### src/rtl/mem_port_arbiter.sv
// mem_port_arbiter
//
// Lets the instruction-fetch (IF) and data-memory (MEM) stages share one
// single-ported unified memory. Requests are granted one at a time to the
// external memory over a req/ack handshake. Read data is returned in
// registered rdata outputs, and a one-cycle ack marks each completion.
// A combinational stall freezes the pipeline while any request is still
// waiting for its ack.
//
// Arbitration: a data request wins over a fetch by default. With the
// ARB_STARVE_GUARD_EN macro defined, a fetch is forced through after
// STARVE_MAX consecutive data grants made while a fetch was waiting.
//
// FSM: IDLE (grant) -> BUSY (memory access) -> DONE (ack pulse) -> IDLE
//
// Ports
//   clk_i, rst_i                     clock (rising edge), async active-high reset
//   if_req_i, if_addr_i              fetch read request and address
//   if_ack_o, if_rdata_o             fetch completion pulse and fetched word
//   dm_req_i, dm_we_i, dm_addr_i,
//   dm_wdata_i                       data read/write request
//   dm_ack_o, dm_rdata_o             data completion pulse and loaded word
//   mem_req_o, mem_we_o, mem_addr_o,
//   mem_wdata_o                      memory request, held until mem_ack_i
//   mem_rdata_i, mem_ack_i           memory read data and completion
//   stall_o                          pipeline stall
module mem_port_arbiter #(
   parameter int ADDR_W     = 32,
   parameter int DATA_W     = 32,
   parameter int STARVE_MAX = 3
) (
   input  logic              clk_i,
   input  logic              rst_i,
   input  logic              if_req_i,
   input  logic [ADDR_W-1:0] if_addr_i,
   output logic              if_ack_o,
   output logic [DATA_W-1:0] if_rdata_o,
   input  logic              dm_req_i,
   input  logic              dm_we_i,
   input  logic [ADDR_W-1:0] dm_addr_i,
   input  logic [DATA_W-1:0] dm_wdata_i,
   output logic              dm_ack_o,
   output logic [DATA_W-1:0] dm_rdata_o,
   output logic              mem_req_o,
   output logic              mem_we_o,
   output logic [ADDR_W-1:0] mem_addr_o,
   output logic [DATA_W-1:0] mem_wdata_o,
   input  logic [DATA_W-1:0] mem_rdata_i,
   input  logic              mem_ack_i,
   output logic              stall_o
);

   typedef enum logic [1:0] {
      IDLE = 2'd0,
      BUSY = 2'd1,
      DONE = 2'd2
   } state_t;

   state_t            state;
   state_t            state_nxt;
   logic              grant;
   logic              grant_dm;
   logic              force_if;

   // Transaction captured on the grant edge; the requester inputs are not
   // looked at again until the next grant.
   logic              owner_dm;
   logic              we_q;
   logic [ADDR_W-1:0] addr_q;
   logic [DATA_W-1:0] wdata_q;

   logic              busy;
   logic              rd_done;

`ifdef ARB_STARVE_GUARD_EN
   localparam int CNT_W = $clog2(STARVE_MAX + 1);

   logic [CNT_W-1:0] starve_cnt;

   // Counts data grants made over a waiting fetch. Once it reaches
   // STARVE_MAX the next contested grant goes to the fetch. It cannot run
   // past STARVE_MAX: at that value a contested grant always goes to IF.
   assign force_if = (starve_cnt == CNT_W'(STARVE_MAX)) & if_req_i & dm_req_i;

   always_ff @(posedge clk_i or posedge rst_i) begin
      if (rst_i) begin
         starve_cnt <= '0;
      end else if (grant) begin
         if (grant_dm && if_req_i) begin
            starve_cnt <= starve_cnt + CNT_W'(1);
         end else begin
            starve_cnt <= '0;
         end
      end
   end
`else
   assign force_if = 1'b0;
`endif

   // Next-state and grant decision
   always_comb begin
      state_nxt = state;
      grant     = 1'b0;
      grant_dm  = 1'b0;
      case (state)
         IDLE: begin
            if (if_req_i || dm_req_i) begin
               grant     = 1'b1;
               grant_dm  = dm_req_i & ~force_if;
               state_nxt = BUSY;
            end
         end
         BUSY: begin
            if (mem_ack_i) begin
               state_nxt = DONE;
            end
         end
         // No grant is made here, so a request that is still high after its
         // ack is not serviced a second time.
         DONE:    state_nxt = IDLE;
         default: state_nxt = IDLE;
      endcase
   end

   always_ff @(posedge clk_i or posedge rst_i) begin
      if (rst_i) begin
         state <= IDLE;
      end else begin
         state <= state_nxt;
      end
   end

   // Grant-edge capture
   always_ff @(posedge clk_i or posedge rst_i) begin
      if (rst_i) begin
         owner_dm <= 1'b0;
         we_q     <= 1'b0;
         addr_q   <= '0;
         wdata_q  <= '0;
      end else if (grant) begin
         owner_dm <= grant_dm;
         we_q     <= grant_dm & dm_we_i;
         addr_q   <= grant_dm ? dm_addr_i : if_addr_i;
         wdata_q  <= grant_dm ? dm_wdata_i : '0;
      end
   end

   assign busy    = (state == BUSY);
   assign rd_done = busy & mem_ack_i & ~we_q;

   // Read-data return; a write completion leaves both registers untouched
   always_ff @(posedge clk_i or posedge rst_i) begin
      if (rst_i) begin
         if_rdata_o <= '0;
         dm_rdata_o <= '0;
      end else if (rd_done) begin
         if (owner_dm) begin
            dm_rdata_o <= mem_rdata_i;
         end else begin
            if_rdata_o <= mem_rdata_i;
         end
      end
   end

   // Memory-side outputs are decoded from the state register, so an
   // asynchronous reset withdraws mem_req_o immediately.
   assign mem_req_o   = busy;
   assign mem_we_o    = busy & we_q;
   assign mem_addr_o  = busy ? addr_q  : '0;
   assign mem_wdata_o = busy ? wdata_q : '0;

   assign if_ack_o = (state == DONE) & ~owner_dm;
   assign dm_ack_o = (state == DONE) &  owner_dm;

   assign stall_o = (if_req_i & ~if_ack_o) | (dm_req_i & ~dm_ack_o);

endmodule

### config.mk
export PLATFORM = sky130hd
export DESIGN_NAME = mem_port_arbiter
export DESIGN_NICKNAME = d
export VERILOG_FILES = /design/src/rtl/mem_port_arbiter.sv
export SDC_FILE = /design/constraint.sdc
export NUM_CORES = 1
export LEC_CHECK = 0
export CAP_MARGIN = 30
export CORE_ASPECT_RATIO = 1.2
export CORE_UTILIZATION = 30
export DETAILED_ROUTE_END_ITERATION = 16
export PLACE_DENSITY_LB_ADDON = 0.2
export SKIP_LAST_GASP = 1
export SLEW_MARGIN = 25
export SYNTH_ARGS = -nofsm -noshare
export SYNTH_HDL_FRONTEND = slang
export SYNTH_SLANG_ARGS = --single-unit
### constraint.sdc
create_clock -name clk_i -period 9.3 [get_ports clk_i]
set_input_delay 1.86 -clock clk_i [delete_from_list [all_inputs] [get_ports clk_i]]
set_output_delay 1.86 -clock clk_i [all_outputs]
set_load 0.005 [all_outputs]
# Word-level counts from Yosys, hierarchy flattened
# Index checks and enable logic that the tools add are counted.
op_classes:
  muxes: 11
  n_eq_ne: 4
  bitwise: 13
  reduce_logical: 5
ops:
  columns: ["op", "n"]
  rows:
  - ["$mux 32", 4]
  - ["$and 1x1->1", 8]
  - ["$reduce_and 2->1", 3]
  - ["$mux 1", 4]
  - ["$mux 2", 2]
  - ["$ne 2x2->1 const B", 2]
  - ["$not 1->1", 4]
  - ["$pmux 2 s2", 1]
  - ["$eq 2x1->1 const B", 1]
  - ["$eq 2x2->1 const B", 1]
  - ["$logic_not 2->1", 1]
  - ["$logic_or 1x1->1", 1]
  - ["$or 1x1->1", 1]
word_totals:
  in_bits: 134
  elab_cells: 40
  ff_bits: 132
  output_inout_bits: 133

# Depth between registers and ports, before layout
# Gate-level depths: netlist of the first run.
logic_depth:
  ltp_word: 5
  mapped_depth: 5
  ltp_nobuf: 4

# Worst setup path after synthesis of the first run
# No wires, ideal clock.
synth_timing:
  path_type: "input -> output"
  from: "input dm_req_i"
  to: "output stall_o"
  n_path_buf: 2
  path_stages: 4
  slack_ns: 4.981
  arrival_time_ns: 2.459
  path_cell_list: "buf_2 -> clkbuf_1 -> inv_1 -> o22ai_1"
synth_via:
  elab_chain_len: 2
synth_lines:
  columns: ["element", "line_no", "text"]
  rows:
  - ["start, declared", "38", "input logic dm_req_i,"]
  - ["$and 1x1->1", "175", "assign stall_o = (if_req_i & ~if_ack_o) | (dm_req_i & ~dm_ack_o);"]
  - ["$or 1x1->1", "175", null]
  - ["end, declared", "50", "output logic stall_o"]
# Every way passes these cells.

# Worst setup path after layout of the first run
# Ends and elaborated chain as after synthesis.

==> impl_metrics.env, run 1 <==
export IMPL_cp_end_kind="primary output"
export IMPL_ratio_of_cells_with_drive_above_1_in_the_final_layout_pct=16.23
export IMPL_pre_cts_slack_ns=4.007
export IMPL_postSynthAreaPerCell_um2=13.46
export IMPL_htree_num_levels=4
export IMPL_critPathMaxFanout=36
export IMPL_post_cts_resize_count=0
export IMPL_final_cell_mix="266 x clkdlybuf4s50_1, 132 x dfrtp_1, 66 x and2_1"
export IMPL_relSlewSlack_pct=45.77
export IMPL_drt_iter0_markers=135
export IMPL_hpwl_after_detailed_placement_mm=10.79
export IMPL_critPathLaunchType="input pin"
export IMPL_max_clock_freq_mhz=188.5
export IMPL_cts_root_buf="clkbuf_16"
export IMPL_synthesis_area_um2=5560
export IMPL_remaining_number_of_nets_flagged_by_the_antenna_check_after_routing=0
export IMPL_globalRoute_totalOverflow=0
export IMPL_crit_path_start="dm_req_i"
export IMPL_pin_slew_with_the_least_headroom_to_its_limit_ns=0.8134
export IMPL_holdCritPathClass="reg2reg"
export IMPL_core_area_um2=18170
export IMPL_timing_hold_violations_final=0
export IMPL_setup_repair_after_global_routing_missed_its_margin="false"
export IMPL_worstSetupPathType="in2out"
export IMPL_vias=4348
export IMPL_timing_rr_start="state[1]$_DFFE_PP0P_"
export IMPL_filler_cells=1595
export IMPL_p_per_area_nw_per_um2=317.9
export IMPL_power_leakage_nw=3.746
export IMPL_worst_ir_drop_vdd_uv=163.0
export IMPL_ys_warn_count=0
export IMPL_detail_route_first_pass_iterations=4
export IMPL_slew_violations=0
export IMPL_first_pass_grt_wire_length_mm=24.57
export IMPL_critPathRequiredTime_ns=7.44
export IMPL_globalRouteTotalUtil_pct=16.78
export IMPL_post_layout_power_mw=2.871
export IMPL_cts_repair_timing_setup_buffer_count=0
export IMPL_reg2reg_slack_ns=7.33
export IMPL_finish_utilization_pct=49.68
export IMPL_detail_route_wl_per_cell_um=17.34
export IMPL_wirelength_mm=15.75
export IMPL_post_route_worst_setup_slack_ns=3.995
export IMPL_cell_with_the_most_instances_on_the_worst_path="clkdlybuf4s50_1"
export IMPL_cts_hold_repair_buffers=0
export IMPL_gp_routability_congestion=0.7507
export IMPL_finClkSkew_ns=0.004738
export IMPL_status="completed"
export IMPL_setup_tns_final_ns=0
export IMPL_num_antenna_cells=0
export IMPL_ioPinCount=267
export IMPL_rows=54
export IMPL_floorplan_initialDensity_pct=30.59
export IMPL_critical_path_slowest_cell="clkdlybuf4s50_1"
export IMPL_number_of_buffers_and_inverters_on_the_critical_path=4
export IMPL_syn_inst=413
export IMPL_crit_cells=5
export IMPL_die_width_um=126.3
export IMPL_syn_num_nets=547
export IMPL_r2r_worst_path_cells=5
export IMPL_worstSkewPairLatency_ns=0.41
export IMPL_synthDistinctLibCells=26
export IMPL_crit_chain="clkdlybuf4s50_1 -> buf_4 -> inv_1 -> o22ai_1 -> clkdlybuf4s50_1"
export IMPL_seq_area_frac_synth_pct=59.41
export IMPL_setup_viol=0
export IMPL_cts_buffers_inserted=17
export IMPL_clock_tree_buffer_depth=2
export IMPL_timing_final_crit_share_pct=57.04
export IMPL_drc_errors=0
export IMPL_routed_via_count_divided_by_cell_count=4.789
export IMPL_synth_seq_cells=132
export IMPL_via_count_of_the_first_global_routing_pass=4663
export IMPL_post_route_min_period_ns=5.305
export IMPL_final_common_cell="clkdlybuf4s50_1"
export IMPL_critical_path_arrival_ns=3.45
export IMPL_cap_viol_max_count=0
export IMPL_grt_start_max_net_pins=88
export IMPL_hp_start="addr_q[26]$_DFFE_PP0P_"
export IMPL_destination_of_the_worst_register_to_register_timing_path="dm_rdata_o[24]$_DFFE_PP0P_"
export IMPL_floorplan_die_area_um2=19090
export IMPL_count_of_nets_after_finishing=805
export IMPL_critical_path_max_stage_delay_ns=0.52
export IMPL_area_growth_syn_to_layout_pct=62.38
export IMPL_endpoint="stall_o"
export IMPL_clkSlewWorstSetupHoldPaths_ns=0.06
export IMPL_port_buffers=266
export IMPL_antenna_found_initial=0
export IMPL_sinks_on_clock_net=132
export IMPL_cp_top_family="buffers and inverters"
export IMPL_cts_tree="built"
export IMPL_dieHeight_um=151.1
sequential cells by signal, summed over array words and instances (netlist names):
register,flops
if_rdata_o,32
dm_rdata_o,32
wdata_q,32
owner_dm,1
addr_q,32
state,2
we_q,1
where the power goes:
| group | total [mW] | switching (mW) | internal [mW] |
|---|---|---|---|
| Combinational | 1.21 | 0.438 | 0.769 |
| Clock | 0.654 | 0.255 | 0.399 |
| Sequential | 1.01 | 0.150 | 0.860 |
routing by layer:
layer | wire [um] | vias to the layer above | GRT usage [%]
li1 | - | 2026 | -
met1 | 6365 | 2135 | 19.15
met2 | 7676 | 173 | 27.82
met3 | 1505 | 14 | 7.983
met4 | 198 | 0 | 5.241
met5 | 0 | - | 0
worst min path at each step:
stage	slack (ns)	end	depth (start not counted)
floorplan	0.45	addr_q[0]$_DFFE_PP0P_	1
global route	0.49	addr_q[19]$_DFFE_PP0P_	1
finish	0.48	addr_q[26]$_DFFE_PP0P_	1
CTS	0.48	addr_q[26]$_DFFE_PP0P_	1
detailed placement	0.47	addr_q[0]$_DFFE_PP0P_	1
global placement	0.46	addr_q[0]$_DFFE_PP0P_	1
cell families (layout without fill, tap and decap cells):
logic type / count (synthesis) / after routing / share of synthesized area (%)
compound gates: 102 / 102 / 15.08
buf+inv: 38 / 309 / 3.218
flops: 132 / 132 / 59.41
mux: 64 / 64 / 12.96
simple gates: 77 / 77 / 9.338
metrics by stage:
| stage | hold slack (ns) | std cells | cell area (um^2) |
|---|---|---|---|
| 2_1_floorplan | 0.4481 | 413 | 5560 |
| 3_3_place_gp | 0.4635 | 875 | 8409 |
| 3_5_place_dp | 0.4694 | 875 | 8418 |
| 4_1_cts | 0.4826 | 907 | 9001 |
| 5_1_grt | 0.4867 | 908 | 9029 |
| 6_report | 0.4774 | 908 | 9029 |
synth_stat cells:
cell type | number | area, um^2
a22oi_1 | 32 | 240.2
buf_6 | 3 | 33.78
clkbuf_1 | 18 | 67.56
a21o_1 | 1 | 7.510
mux2_2 | 64 | 720.7
buf_1 | 2 | 7.510
dfrtp_1 | 132 | 3303
a2bb2oi_1 | 1 | 8.760
nor3b_2 | 1 | 12.51
inv_1 | 3 | 11.26
nand4b_2 | 1 | 15.01
nor2_1 | 1 | 3.750
and2_1 | 66 | 412.9
and3b_2 | 1 | 10.01
o21ai_0 | 3 | 15.01
nand2b_4 | 1 | 13.76
buf_2 | 11 | 55.05
or2_2 | 1 | 6.260
nand2_1 | 2 | 7.510
nor2b_1 | 1 | 6.260
o2bb2ai_1 | 31 | 271.5
nor3b_1 | 1 | 7.510
inv_2 | 1 | 3.750
nor4b_4 | 1 | 23.77
o22ai_1 | 1 | 6.260
a22o_1 | 33 | 289.0
final cells by class:
class	instances	area (um^2)	share of cell area [%]
sequential	132	3303	36.59
timing repair buffer	273	2739	30.34
multi-input combinational	243	2103	23.30
clock buffer	19	432.9	4.795
tap	224	280.3	3.104
clock inverter	13	150.1	1.663
inverter	4	20.02	0.2217
(Power assumes the default switching activity.)
==> run 2: changes to the inputs <==
clock period = 5 ns   (was 9.3 ns; I/O delays follow)
==> run 2 against run 1 <==
  * Setup slack lost 2.6 ns
  * Wire length grew 2.3%
  * Die area is the same
  * Cell count is the same
  * Sequential share of layout area shrank 0.34 points
  * Via count shrank 0.57%
  * Core utilization grew 0.46 points
  * Critical endpoint unchanged
  * Largest power group unchanged
==> impl_metrics.env, run 2 (synthesis gave the netlist of run 1 again) <==
export IMPL_internal_power_mw=3.923
export IMPL_stdcell_area_um2=9112
export IMPL_cts_root_buf="clkbuf_16"
export IMPL_reg_power_share_pct=34.2
export IMPL_vias=4323
export IMPL_pre_cts_slack_ns=1.437
export IMPL_core_area_um2=18170
export IMPL_status="completed"
export IMPL_worst_ir_drop_vdd_uv=261.4
export IMPL_numPlacedInstances=875
export IMPL_rows=54
export IMPL_num_antenna_cells=0
export IMPL_final_cell_mix="266 x clkdlybuf4s50_1, 132 x dfrtp_1, 66 x and2_1"
export IMPL_globalRoute_totalOverflow=0
export IMPL_clkSlewWorstSetupHoldPaths_ns=0.05
export IMPL_setup_repair_after_global_routing_missed_its_margin="false"
export IMPL_cts_hold_repair_buffers=0
export IMPL_post_route_worst_setup_slack_ns=1.441
export IMPL_timing_rr_start="state[1]$_DFFE_PP0P_"
export IMPL_finClkSkew_ns=0.01104
export IMPL_cts_repair_timing_setup_buffer_count=0
export IMPL_p_per_area_nw_per_um2=603.0
export IMPL_setup_tns_final_ns=0
export IMPL_area_growth_syn_to_layout_pct=63.88
export IMPL_ioPinCount=267
export IMPL_combPwrFrac_pct=41.4
export IMPL_die_width_um=126.3
export IMPL_routed_via_count_divided_by_cell_count=4.761
export IMPL_relSlewSlack_pct=48.74
export IMPL_filler_cells=1586
export IMPL_gp_routability_congestion=0.7224
export IMPL_placed_cell_area_um2=8414
export IMPL_floorplan_die_area_um2=19090
export IMPL_grt_start_max_net_pins=110
export IMPL_critPathRequiredTime_ns=4.00
export IMPL_via_count_of_the_first_global_routing_pass=4558
export IMPL_dieHeight_um=151.1
export IMPL_end_of_the_worst_hold_path="addr_q[6]$_DFFE_PP0P_"
export IMPL_clock_tree_buffer_depth=2
export IMPL_hp_start="addr_q[6]$_DFFE_PP0P_"
export IMPL_finish_utilization_pct=50.14
export IMPL_wirelength_mm=16.10
export IMPL_timing_final_crit_share_pct=71.18
export IMPL_critical_path_arrival_ns=2.56
export IMPL_crit_chain="clkdlybuf4s50_1 -> buf_4 -> inv_1 -> o22ai_1 -> clkdlybuf4s50_1"
export IMPL_reg2reg_slack_ns=3.00
export IMPL_hold_ws_ns=0.4768
export IMPL_remaining_number_of_nets_flagged_by_the_antenna_check_after_routing=0
export IMPL_post_cts_resize_count=0
export IMPL_post_layout_power_mw=5.495
export IMPL_power_switching_mw=1.572
export IMPL_count_of_nets_after_finishing=806
export IMPL_r2r_worst_path_cells=5
export IMPL_worstSkewPairLatency_ns=0.41
export IMPL_p_sw_share_pct=28.61
export IMPL_critical_path_max_stage_delay_ns=0.52
export IMPL_worstSetupPathType="in2out"
export IMPL_drt_iter0_markers=136
export IMPL_port_buffers=266
export IMPL_floorplan_initialDensity_pct=30.59
export IMPL_hpwl_after_detailed_placement_mm=10.98
export IMPL_setup_viol=0
export IMPL_detail_route_wl_per_cell_um=17.74
export IMPL_first_pass_grt_wire_length_mm=24.87
export IMPL_cp_end_kind="primary output"
export IMPL_ratio_of_cells_with_drive_above_1_in_the_final_layout_pct=16.52
export IMPL_critPathLaunchType="input pin"
export IMPL_critical_path_slowest_cell="clkdlybuf4s50_1"
export IMPL_htree_num_levels=4
export IMPL_cap_viol_max_count=0
export IMPL_pin_slew_with_the_least_headroom_to_its_limit_ns=0.7689
export IMPL_worst_hold_path_depth=1
export IMPL_antenna_found_initial=0
export IMPL_final_common_cell="clkdlybuf4s50_1"
export IMPL_power_leakage_nw=3.786
export IMPL_max_clock_freq_mhz=281.0
export IMPL_holdCritPathClass="reg2reg"
export IMPL_drc_errors=0
export IMPL_sinks_on_clock_net=132
export IMPL_slew_violations=0
export IMPL_detail_route_first_pass_iterations=4
export IMPL_cell_with_the_most_instances_on_the_worst_path="clkdlybuf4s50_1"
export IMPL_globalRouteTotalUtil_pct=17.06
export IMPL_post_route_min_period_ns=3.559
export IMPL_destination_of_the_worst_register_to_register_timing_path="dm_rdata_o[7]$_DFFE_PP0P_"
export IMPL_critPathMaxFanout=36
export IMPL_cts_buffers_inserted=17
export IMPL_power_clock_fraction_pct=24.4
export IMPL_stdcell_count=908
export IMPL_cts_tree="built"
export IMPL_timing_hold_violations_final=0
-- run 2: cell types whose count changed in the layout (fill, tap and decap cells not counted), moves of 2 or more --
cell,delta
clkinv_4,-3
bufinv_16,+2
inv_6,-3
clkbuf_1,-2
clkbuf_8,+3
-- run 2: critical path: cells and delay by family --
kind | cells | cell delay, ns
AOI/OAI and AO/OA | 1 | 0.13
buffers and inverters | 4 | 1.43
-- run 2: power by group through the flow --
stage               registers (mW)  logic (mW)  clock network (mW)
finish                        1.88        2.27                1.34
global route                  1.95        2.47                1.43
CTS                           1.89        2.27                1.38
detailed placement            1.89        2.25                   0
global placement              1.87        2.22                   0
floorplan                     1.86       0.990                   0
-- run 2: routing by layer --
| metal | track usage [%] | part of all wire, % | wire length, um |
|---|---|---|---|
| met5 | 0 | 0 | 0 |
| met4 | 5.060 | 0.83 | 133 |
| met3 | 7.559 | 9.7 | 1565 |
| met2 | 27.79 | 48 | 7749 |
| met1 | 20.33 | 41 | 6656 |
-- run 2: worst max path at each step --
stage	from	end	cells after the start
floorplan	rst_i	addr_q[0]$_DFFE_PP0P_	1
finish	dm_req_i	stall_o	5
CTS	state[1]$_DFFE_PP0P_	mem_addr_o[3]	4
detailed placement	dm_req_i	stall_o	5
global route	dm_req_i	stall_o	5
global placement	dm_req_i	stall_o	5
-- run 2: layout make-up --
cell class                 instances  area, um^2  area share [%]
tap                              224       280.3           3.076
multi-input combinational        243        2103           23.08
sequential                       132        3303           36.25
clock buffer                      20       466.7           5.122
inverter                           4       22.52          0.2472
clock inverter                    11       173.9           1.909
timing repair buffer             274        2763           30.32
